## src/rtl/arith_pkg.sv

```systemverilog
// Shared constants for the arithmetic add sequencer: widths, CSR map, CTRL bits, FSM states.
package arith_pkg;

  localparam int unsigned DEF_ADDR_W = 11;
  localparam int unsigned DEF_DATA_W = 32;
  localparam logic [31:0] DEF_ID_WORD = 32'h41444431;

  // CSR word addresses
  localparam logic [2:0] CSR_CTRL   = 3'd0;
  localparam logic [2:0] CSR_A_BASE = 3'd1;
  localparam logic [2:0] CSR_B_BASE = 3'd2;
  localparam logic [2:0] CSR_D_BASE = 3'd3;
  localparam logic [2:0] CSR_LEN    = 3'd4;
  localparam logic [2:0] CSR_COUNT  = 3'd5;
  localparam logic [2:0] CSR_ID     = 3'd6;

  // CTRL write bits
  localparam int unsigned CTRL_START = 0;
  localparam int unsigned CTRL_CHAIN = 1;
  // CTRL read (status) bits
  localparam int unsigned STAT_BUSY  = 0;
  localparam int unsigned STAT_DONE  = 1;
  localparam int unsigned STAT_CARRY = 2;

  // FSM states
  localparam logic [1:0] IDLE = 2'd0;
  localparam logic [1:0] RDA  = 2'd1;
  localparam logic [1:0] RDB  = 2'd2;
  localparam logic [1:0] WR   = 2'd3;

endpackage

```

## src/rtl/arith_add_csr.sv

```systemverilog
// Avalon-MM register file for the add sequencer: base/length registers, start decode and
// registered readdata mux.
module arith_add_csr
  import arith_pkg::*;
#(
  parameter int unsigned       ADDR_W  = DEF_ADDR_W,
  parameter int unsigned       DATA_W  = DEF_DATA_W,
  parameter logic [DATA_W-1:0] ID_WORD = DEF_ID_WORD
) (
  input  logic              clock,
  input  logic              reset,
  input  logic [2:0]        address,
  input  logic              write,
  input  logic              read,
  input  logic [DATA_W-1:0] writedata,
  output logic [DATA_W-1:0] readdata,
  // status from the sequencer
  input  logic              busy,
  input  logic              done,
  input  logic              carry,
  input  logic [ADDR_W:0]   count,
  // configuration to the sequencer
  output logic              start,
  output logic              chain,
  output logic [ADDR_W-1:0] a_base,
  output logic [ADDR_W-1:0] b_base,
  output logic [ADDR_W-1:0] d_base,
  output logic [ADDR_W:0]   len
);

  logic              wr_ok;
  logic [DATA_W-1:0] rd_mux;

  // All configuration is frozen while a run is in progress.
  assign wr_ok = write && !busy;
  assign start = wr_ok && (address == CSR_CTRL) && writedata[CTRL_START];
  assign chain = writedata[CTRL_CHAIN];

  // Configuration register writes
  always_ff @(posedge clock or posedge reset) begin
    if (reset) begin
      a_base <= '0;
      b_base <= '0;
      d_base <= '0;
      len    <= '0;
    end else if (wr_ok) begin
      case (address)
        CSR_A_BASE: a_base <= writedata[ADDR_W-1:0];
        CSR_B_BASE: b_base <= writedata[ADDR_W-1:0];
        CSR_D_BASE: d_base <= writedata[ADDR_W-1:0];
        CSR_LEN:    len    <= writedata[ADDR_W:0];
        default: ;
      endcase
    end
  end

  // Read mux; sampled before any same-cycle write lands
  always_comb begin
    rd_mux = '0;
    case (address)
      CSR_CTRL: begin
        rd_mux[STAT_BUSY]  = busy;
        rd_mux[STAT_DONE]  = done;
        rd_mux[STAT_CARRY] = carry;
      end
      CSR_A_BASE: rd_mux[ADDR_W-1:0] = a_base;
      CSR_B_BASE: rd_mux[ADDR_W-1:0] = b_base;
      CSR_D_BASE: rd_mux[ADDR_W-1:0] = d_base;
      CSR_LEN:    rd_mux[ADDR_W:0]   = len;
      CSR_COUNT:  rd_mux[ADDR_W:0]   = count;
      CSR_ID:     rd_mux             = ID_WORD;
      default:    rd_mux             = '0;
    endcase
  end

  // Registered readdata, held between reads
  always_ff @(posedge clock or posedge reset) begin
    if (reset) begin
      readdata <= '0;
    end else if (read) begin
      readdata <= rd_mux;
    end
  end

endmodule

```

## src/rtl/arith_add_seq.sv

```systemverilog
// Arith-port client of the operand RAM: D[i] = A[i] + B[i], elementwise or as one
// multi-word add with the carry chained LS word first. Three clocks per word.
module arith_add_seq
  import arith_pkg::*;
#(
  parameter int unsigned       ADDR_W  = DEF_ADDR_W,
  parameter int unsigned       DATA_W  = DEF_DATA_W,
  parameter logic [DATA_W-1:0] ID_WORD = DEF_ID_WORD
) (
  input  logic              clock,
  input  logic              reset,
  input  logic [2:0]        address,
  input  logic              write,
  input  logic              read,
  input  logic [DATA_W-1:0] writedata,
  output logic [DATA_W-1:0] readdata,
  output logic [ADDR_W-1:0] addr_arith,
  output logic [DATA_W-1:0] data_arith,
  output logic              we_arith,
  input  logic [DATA_W-1:0] q_arith
);

  localparam logic [ADDR_W:0] CNT_ONE = {{ADDR_W{1'b0}}, 1'b1};

  logic [1:0]        state;
  logic [ADDR_W:0]   idx;
  logic [ADDR_W:0]   idx_next;
  logic [ADDR_W:0]   count;
  logic              carry;
  logic              done;
  logic              chain_q;
  logic [DATA_W-1:0] opa;
  logic [DATA_W:0]   sum;
  logic              busy;

  logic              start;
  logic              chain;
  logic [ADDR_W-1:0] a_base;
  logic [ADDR_W-1:0] b_base;
  logic [ADDR_W-1:0] d_base;
  logic [ADDR_W:0]   len;

  arith_add_csr #(
    .ADDR_W  (ADDR_W),
    .DATA_W  (DATA_W),
    .ID_WORD (ID_WORD)
  ) u_csr (
    .clock     (clock),
    .reset     (reset),
    .address   (address),
    .write     (write),
    .read      (read),
    .writedata (writedata),
    .readdata  (readdata),
    .busy      (busy),
    .done      (done),
    .carry     (carry),
    .count     (count),
    .start     (start),
    .chain     (chain),
    .a_base    (a_base),
    .b_base    (b_base),
    .d_base    (d_base),
    .len       (len)
  );

  assign busy     = (state != IDLE);
  assign idx_next = idx + CNT_ONE;

  // B[i] only arrives on q_arith during WR, so the sum and write data are formed
  // combinationally in that cycle; zero elsewhere so reset forces data_arith low.
  always_comb begin
    sum = {1'b0, opa} + {1'b0, q_arith} + {{DATA_W{1'b0}}, chain_q & carry};
    data_arith = (state == WR) ? sum[DATA_W-1:0] : '0;
  end

  // Sequencer FSM with registered RAM address/write-enable and status
  always_ff @(posedge clock or posedge reset) begin
    if (reset) begin
      state      <= IDLE;
      idx        <= '0;
      count      <= '0;
      carry      <= 1'b0;
      done       <= 1'b0;
      chain_q    <= 1'b0;
      opa        <= '0;
      addr_arith <= '0;
      we_arith   <= 1'b0;
    end else begin
      case (state)
        IDLE: begin
          we_arith <= 1'b0;
          if (start) begin
            chain_q <= chain;
            count   <= '0;
            carry   <= 1'b0;
            idx     <= '0;
            if (len == '0) begin
              done <= 1'b1;
            end else begin
              done       <= 1'b0;
              state      <= RDA;
              addr_arith <= a_base;
            end
          end
        end
        RDA: begin
          state      <= RDB;
          addr_arith <= b_base + idx[ADDR_W-1:0];
        end
        RDB: begin
          opa        <= q_arith;
          state      <= WR;
          addr_arith <= d_base + idx[ADDR_W-1:0];
          we_arith   <= 1'b1;
        end
        WR: begin
          we_arith <= 1'b0;
          idx      <= idx_next;
          count    <= count + CNT_ONE;
          carry    <= chain_q ? sum[DATA_W] : 1'b0;
          if (idx_next == len) begin
            state <= IDLE;
            done  <= 1'b1;
          end else begin
            state      <= RDA;
            addr_arith <= a_base + idx_next[ADDR_W-1:0];
          end
        end
        default: state <= IDLE;
      endcase
    end
  end

endmodule

```

## config.mk

```make
export PLATFORM = sky130hd
export DESIGN_NAME = arith_add_seq
export DESIGN_NICKNAME = d
export VERILOG_FILES = /design/src/rtl/arith_pkg.sv /design/src/rtl/arith_add_csr.sv /design/src/rtl/arith_add_seq.sv
export SDC_FILE = /design/constraint.sdc
export NUM_CORES = 1
export LEC_CHECK = 0
export BUFFER_PORTS_ARGS = -buffer_cell sky130_fd_sc_hd__buf_2
export CORE_ASPECT_RATIO = 1.25
export CORE_MARGIN = 8
export CORE_UTILIZATION = 58
export DETAILED_ROUTE_END_ITERATION = 12
export GPL_ROUTABILITY_DRIVEN = 0
export MAX_ROUTING_LAYER = met4
export PLACE_DENSITY_LB_ADDON = 0.3
export SLEW_MARGIN = 15
export SYNTH_ARGS = -nofsm -noshare
export SYNTH_HDL_FRONTEND = slang
export SYNTH_HIERARCHICAL = 1
export SYNTH_SLANG_ARGS = --single-unit
```

## constraint.sdc

```tcl
create_clock -name clock -period 4.7 [get_ports clock]
set_input_delay 0.235 -clock clock [delete_from_list [all_inputs] [get_ports clock]]
set_output_delay 0.235 -clock clock [all_outputs]
set_load 0.02 [all_outputs]
```

==> impl_metrics.xml <==
<?xml version="1.0" encoding="UTF-8"?>
<metrics>
  <group name="outcome">
    <metric name="outcome" unit="">complete, no violations</metric>
  </group>
  <group name="die">
    <metric name="coreArea" unit="µm²">16100</metric>
    <metric name="die_x" unit="µm">130</metric>
    <metric name="floorplan.initialDensity" unit="%">58.6</metric>
    <metric name="fp-row-count" unit="">52</metric>
    <metric name="die_area" unit="µm²">20600</metric>
    <metric name="die_y" unit="µm">158</metric>
    <metric name="ioPinCount" unit="">147</metric>
  </group>
  <group name="critical_path">
    <metric name="critical_path_peak_fanout" unit="">4</metric>
    <metric name="cp_class" unit="">register to output port</metric>
    <metric name="endpoint_kind" unit="">output port</metric>
    <metric name="critical_path.n_buffers_inverters" unit="">1</metric>
    <metric name="crit_arrival" unit="ns">3.88</metric>
    <metric name="max_stage_delay" unit="ns">0.58</metric>
    <metric name="critPathMostFrequentCell" unit="">fa_1</metric>
    <metric name="path_delay_family" unit="">compound AO/OA/AOI/OAI gates</metric>
    <metric name="crit_path_top_delay_cell" unit="">a211oi_1</metric>
    <metric name="critical_path.cell_chain" unit="">nand2_1 &gt; fa_1 &gt; fa_1 &gt; nor2b_1 &gt; o21a_1 &gt; o21ai_1 &gt; a211oi_1 &gt; o211a_1 &gt; o211ai_1 &gt; nor3b_1 &gt; nor3_1 &gt; buf_2</metric>
    <metric name="crit_path_start_kind" unit="">register</metric>
    <metric name="critPathRequiredTime" unit="ns">4.47</metric>
  </group>
  <group name="place">
    <metric name="dp.final_hpwl" unit="mm">17.6</metric>
    <metric name="io_buffers" unit="">111</metric>
  </group>
  <group name="synth">
    <metric name="synth.area.top_cells" unit="">dfrtp_1 35%, ha_1 7.8%, mux2_2 6.0%, mux2_1 4.7%, mux2_4 3.3%</metric>
    <metric name="yosys.area.top_type" unit="">dfrtp_1</metric>
    <metric name="asyncSetResetFlopFracSynth" unit="%">100</metric>
    <metric name="synthFlopType" unit="">dfrtp_1</metric>
    <metric name="synth-seq-area-share" unit="%">34.8</metric>
    <metric name="ys_ff_latch" unit="">131</metric>
    <metric name="postSynthAreaPerCell" unit="µm²">9.83</metric>
    <metric name="synth_warnings" unit="">6</metric>
    <metric name="synth.lib_cells_used.distinct" unit="">68</metric>
    <metric name="syn_area" unit="µm²">9420</metric>
    <metric name="syn-instance-count" unit="">958</metric>
    <metric name="number_of_synthesized_flops_with_an_enable_pin" unit="">0</metric>
    <metric name="synth_largest_type_area_fraction" unit="%">34.8</metric>
  </group>
  <group name="timing">
    <metric name="finClkSkew" unit="ns">0.00659</metric>
    <metric name="slew_headroom" unit="%">24.4</metric>
    <metric name="layout_worst_path_cycle_share" unit="%">87.6</metric>
    <metric name="grt_setup_unrepaired" unit="">no</metric>
    <metric name="maxSlewViolCount" unit="">0</metric>
    <metric name="fin_setup_tns" unit="ns">0</metric>
    <metric name="tightestPinTransition" unit="ns">1.13</metric>
    <metric name="finalSetupViolCount" unit="">0</metric>
    <metric name="finalCriticalPeriod" unit="ns">4.12</metric>
    <metric name="timing_hold_violations_final" unit="">0</metric>
    <metric name="max_clock_freq" unit="GHz">0.243</metric>
  </group>
  <group name="drt">
    <metric name="drc" unit="">0</metric>
    <metric name="routed-via-count" unit="">7608</metric>
    <metric name="initialDrtViolationCount" unit="">397</metric>
    <metric name="detail_route_antenna_nets" unit="">0</metric>
    <metric name="route.final.wire_length" unit="mm">24.1</metric>
    <metric name="drtPass1Iterations" unit="">5</metric>
    <metric name="vias_per_cell" unit="">5.97</metric>
    <metric name="post_drt_wl_per_cell" unit="µm">19.0</metric>
  </group>
  <group name="global_route">
    <metric name="vias_in_the_first_global_route" unit="">7703</metric>
    <metric name="grt_overflow_total" unit="">0</metric>
    <metric name="grt_first_pass_wirelength" unit="mm">38.3</metric>
    <metric name="antenna_found_initial" unit="">0</metric>
    <metric name="largest_net_degree_at_the_start_of_global_routing" unit="">72</metric>
    <metric name="combined_global_route_utilization_of_all_metal_layers" unit="%">24.3</metric>
  </group>
  <group name="clocking">
    <metric name="worst_setup_hold_path_clk_slew" unit="ns">0.06</metric>
    <metric name="htree_num_levels" unit="">4</metric>
    <metric name="ctsLongestPathBuffers" unit="">2</metric>
    <metric name="tritoncts_clock_tree" unit="">built</metric>
    <metric name="tritoncts.num_buffers" unit="">17</metric>
    <metric name="cts_resized" unit="">0</metric>
    <metric name="sinks_on_the_clock_net" unit="">131</metric>
    <metric name="post_cts_buffers" unit="">0</metric>
    <metric name="cts_root_buffer" unit="">clkbuf_16</metric>
    <metric name="clock_insertion_delay_worst_skew" unit="ns">0.43</metric>
  </group>
  <group name="layout">
    <metric name="flip_flop_and_latch_area" unit="µm²">3280</metric>
    <metric name="mostFrequentLayoutCells" unit="">131 x dfrtp_1, 111 x buf_2, 77 x nand2_1</metric>
    <metric name="nFillCells" unit="">1321</metric>
    <metric name="leading_cell_type_in_the_layout_fill_and_taps_excluded" unit="">dfrtp_1</metric>
    <metric name="fin_util" unit="%">65.7</metric>
    <metric name="area.growth.synth_to_final" unit="%">12.1</metric>
    <metric name="multi_input_gate_area_in_the_final_layout" unit="µm²">5690</metric>
    <metric name="finalNetCount" unit="">1179</metric>
    <metric name="antennaDiodeCount" unit="">0</metric>
    <metric name="drive_above_1_share" unit="%">22.1</metric>
  </group>
  <group name="power">
    <metric name="power_density" unit="nW/µm²">652</metric>
    <metric name="max-vdd-ir-drop" unit="µV">278</metric>
    <metric name="power.static_leakage" unit="nW">5.09</metric>
  </group>
  <group name="hold_path">
    <metric name="hold_path.class" unit="">input pin to register</metric>
  </group>
  <group name="flow_run">
    <metric name="timing.max_cap.violations" unit="">0</metric>
  </group>
</metrics>
[Yosys cell counts (5+ instances only)]
library cell and number:
buf_1 5, dfrtp_1 131, nor2_1 60, buf_6 9
and3_1 10, a21o_1 21, mux2i_1 12, nand4_1 14
inv_1 26, ha_1 59, mux2_4 21, nand3_1 30
o211ai_1 7, or3_1 5, o21ai_1 8, nand3b_1 6
and2_1 5, xor2_1 27, buf_2 7, a211oi_1 5
nand2b_1 15, mux2_1 39, o2bb2ai_1 7, o31ai_1 9
buf_4 23, xnor2_1 35, o21ai_0 40, a21oi_1 58
nor3_1 23, nand2_1 77, a22oi_1 10, mux2_2 50
o21a_1 7, a221oi_1 8, clkbuf_1 22
[power by group]
group	switching (mW)	internal, mW	leakage, nW
sequential	0.361	1.52	1.68
clock	0.516	0.827	0.284
combinational	2.04	1.62	3.13
total	2.92	3.96	5.09
[registers in the layout, indices dropped and copies added (netlist names), 11 cells and up]
signal and flops:
u_csr/a_base 11, u_csr/b_base 11, u_csr/readdata 13, idx 12
opa 32, u_csr/d_base 11, count 12, u_csr/len 12
addr_arith 11
[area by class of cell]
type	count	share of cell area, %
inverter	26	0.936
timing repair buffer	120	5.93
clock inverter	10	1.16
tap	216	2.56
sequential	131	31.1
multi-input combinational	749	53.9
clock buffer	22	4.49
[logic make-up (layout without fill, tap and decap cells)]
group / Yosys count / after routing / synth area share [%]
XOR/XNOR: 66 / 66 / 6.75
AND/OR/NAND/NOR: 269 / 269 / 14.0
other: 1 / 15 / 0.0398
AO/OA/AOI/OAI: 214 / 214 / 15.1
multiplexers: 122 / 122 / 15.3
buffers and inverters: 92 / 178 / 5.39
flip-flops: 131 / 131 / 34.8
adder cells (fa/ha/maj): 63 / 63 / 8.69
[stage by stage]
| stage | hold WS, ns | cells | setup slack, ns | total power [mW] | instance area (µm²) |
|---|---|---|---|---|---|
| after floorplan | 0.356 | 972 | 0.930 | 4.59 | 9470 |
| after global placement | 0.102 | 1241 | 0.869 | 5.42 | 9950 |
| after detailed placement | 0.105 | 1241 | 0.774 | 5.51 | 9950 |
| after CTS | 0.0451 | 1274 | 0.586 | 6.88 | 10600 |
| after global routing | 0.0435 | 1274 | 0.375 | 7.34 | 10600 |
| final | 0.0451 | 1274 | 0.582 | 6.88 | 10600 |
[routing by layer]
metal	wire, µm	global-route usage [%]	part of all wire [%]	up-vias
met1	9900	28.0	41	3671
met2	12200	41.8	50	279
met3	1540	4.49	6.4	47
met4	526	8.37	2.2	0
met5	0	-	0	-
li1	-	-	-	3611
[worst paths after layout]
| kind | cells after the start | to | start | slack, ns |
|---|---|---|---|---|
| worst max-delay path | 12 | data_arith[26] | carry$_DFFE_PP0P_ | 0.58 |
| worst min-delay path | 2 | u_csr/len[11]$_DFFE_PP0P_ | writedata[11] | 0.05 |
| worst max register to register | 13 | addr_arith[10]$_DFFE_PP0P_ | state[0]$_DFFE_PP0P_ | 0.74 |
| worst min register to register | 1 | u_csr/readdata[6]$_DFFE_PP0P_ | u_csr/readdata[6]$_DFFE_PP0P_ | 0.49 |
| max in group asynchronous | 4 | opa[27]$_DFFE_PP0P_ | reset | 3.34 |
| min in group asynchronous | 3 | count[11]$_DFFE_PP0P_ | reset | 0.22 |
[repair_timing]
action	in CTS	in global routing
endpoints found under the hold margin	2	0
endpoints found under the setup margin	0	0
hold buffers	1	0
Note: power is estimated with default switching activity, not from simulation.
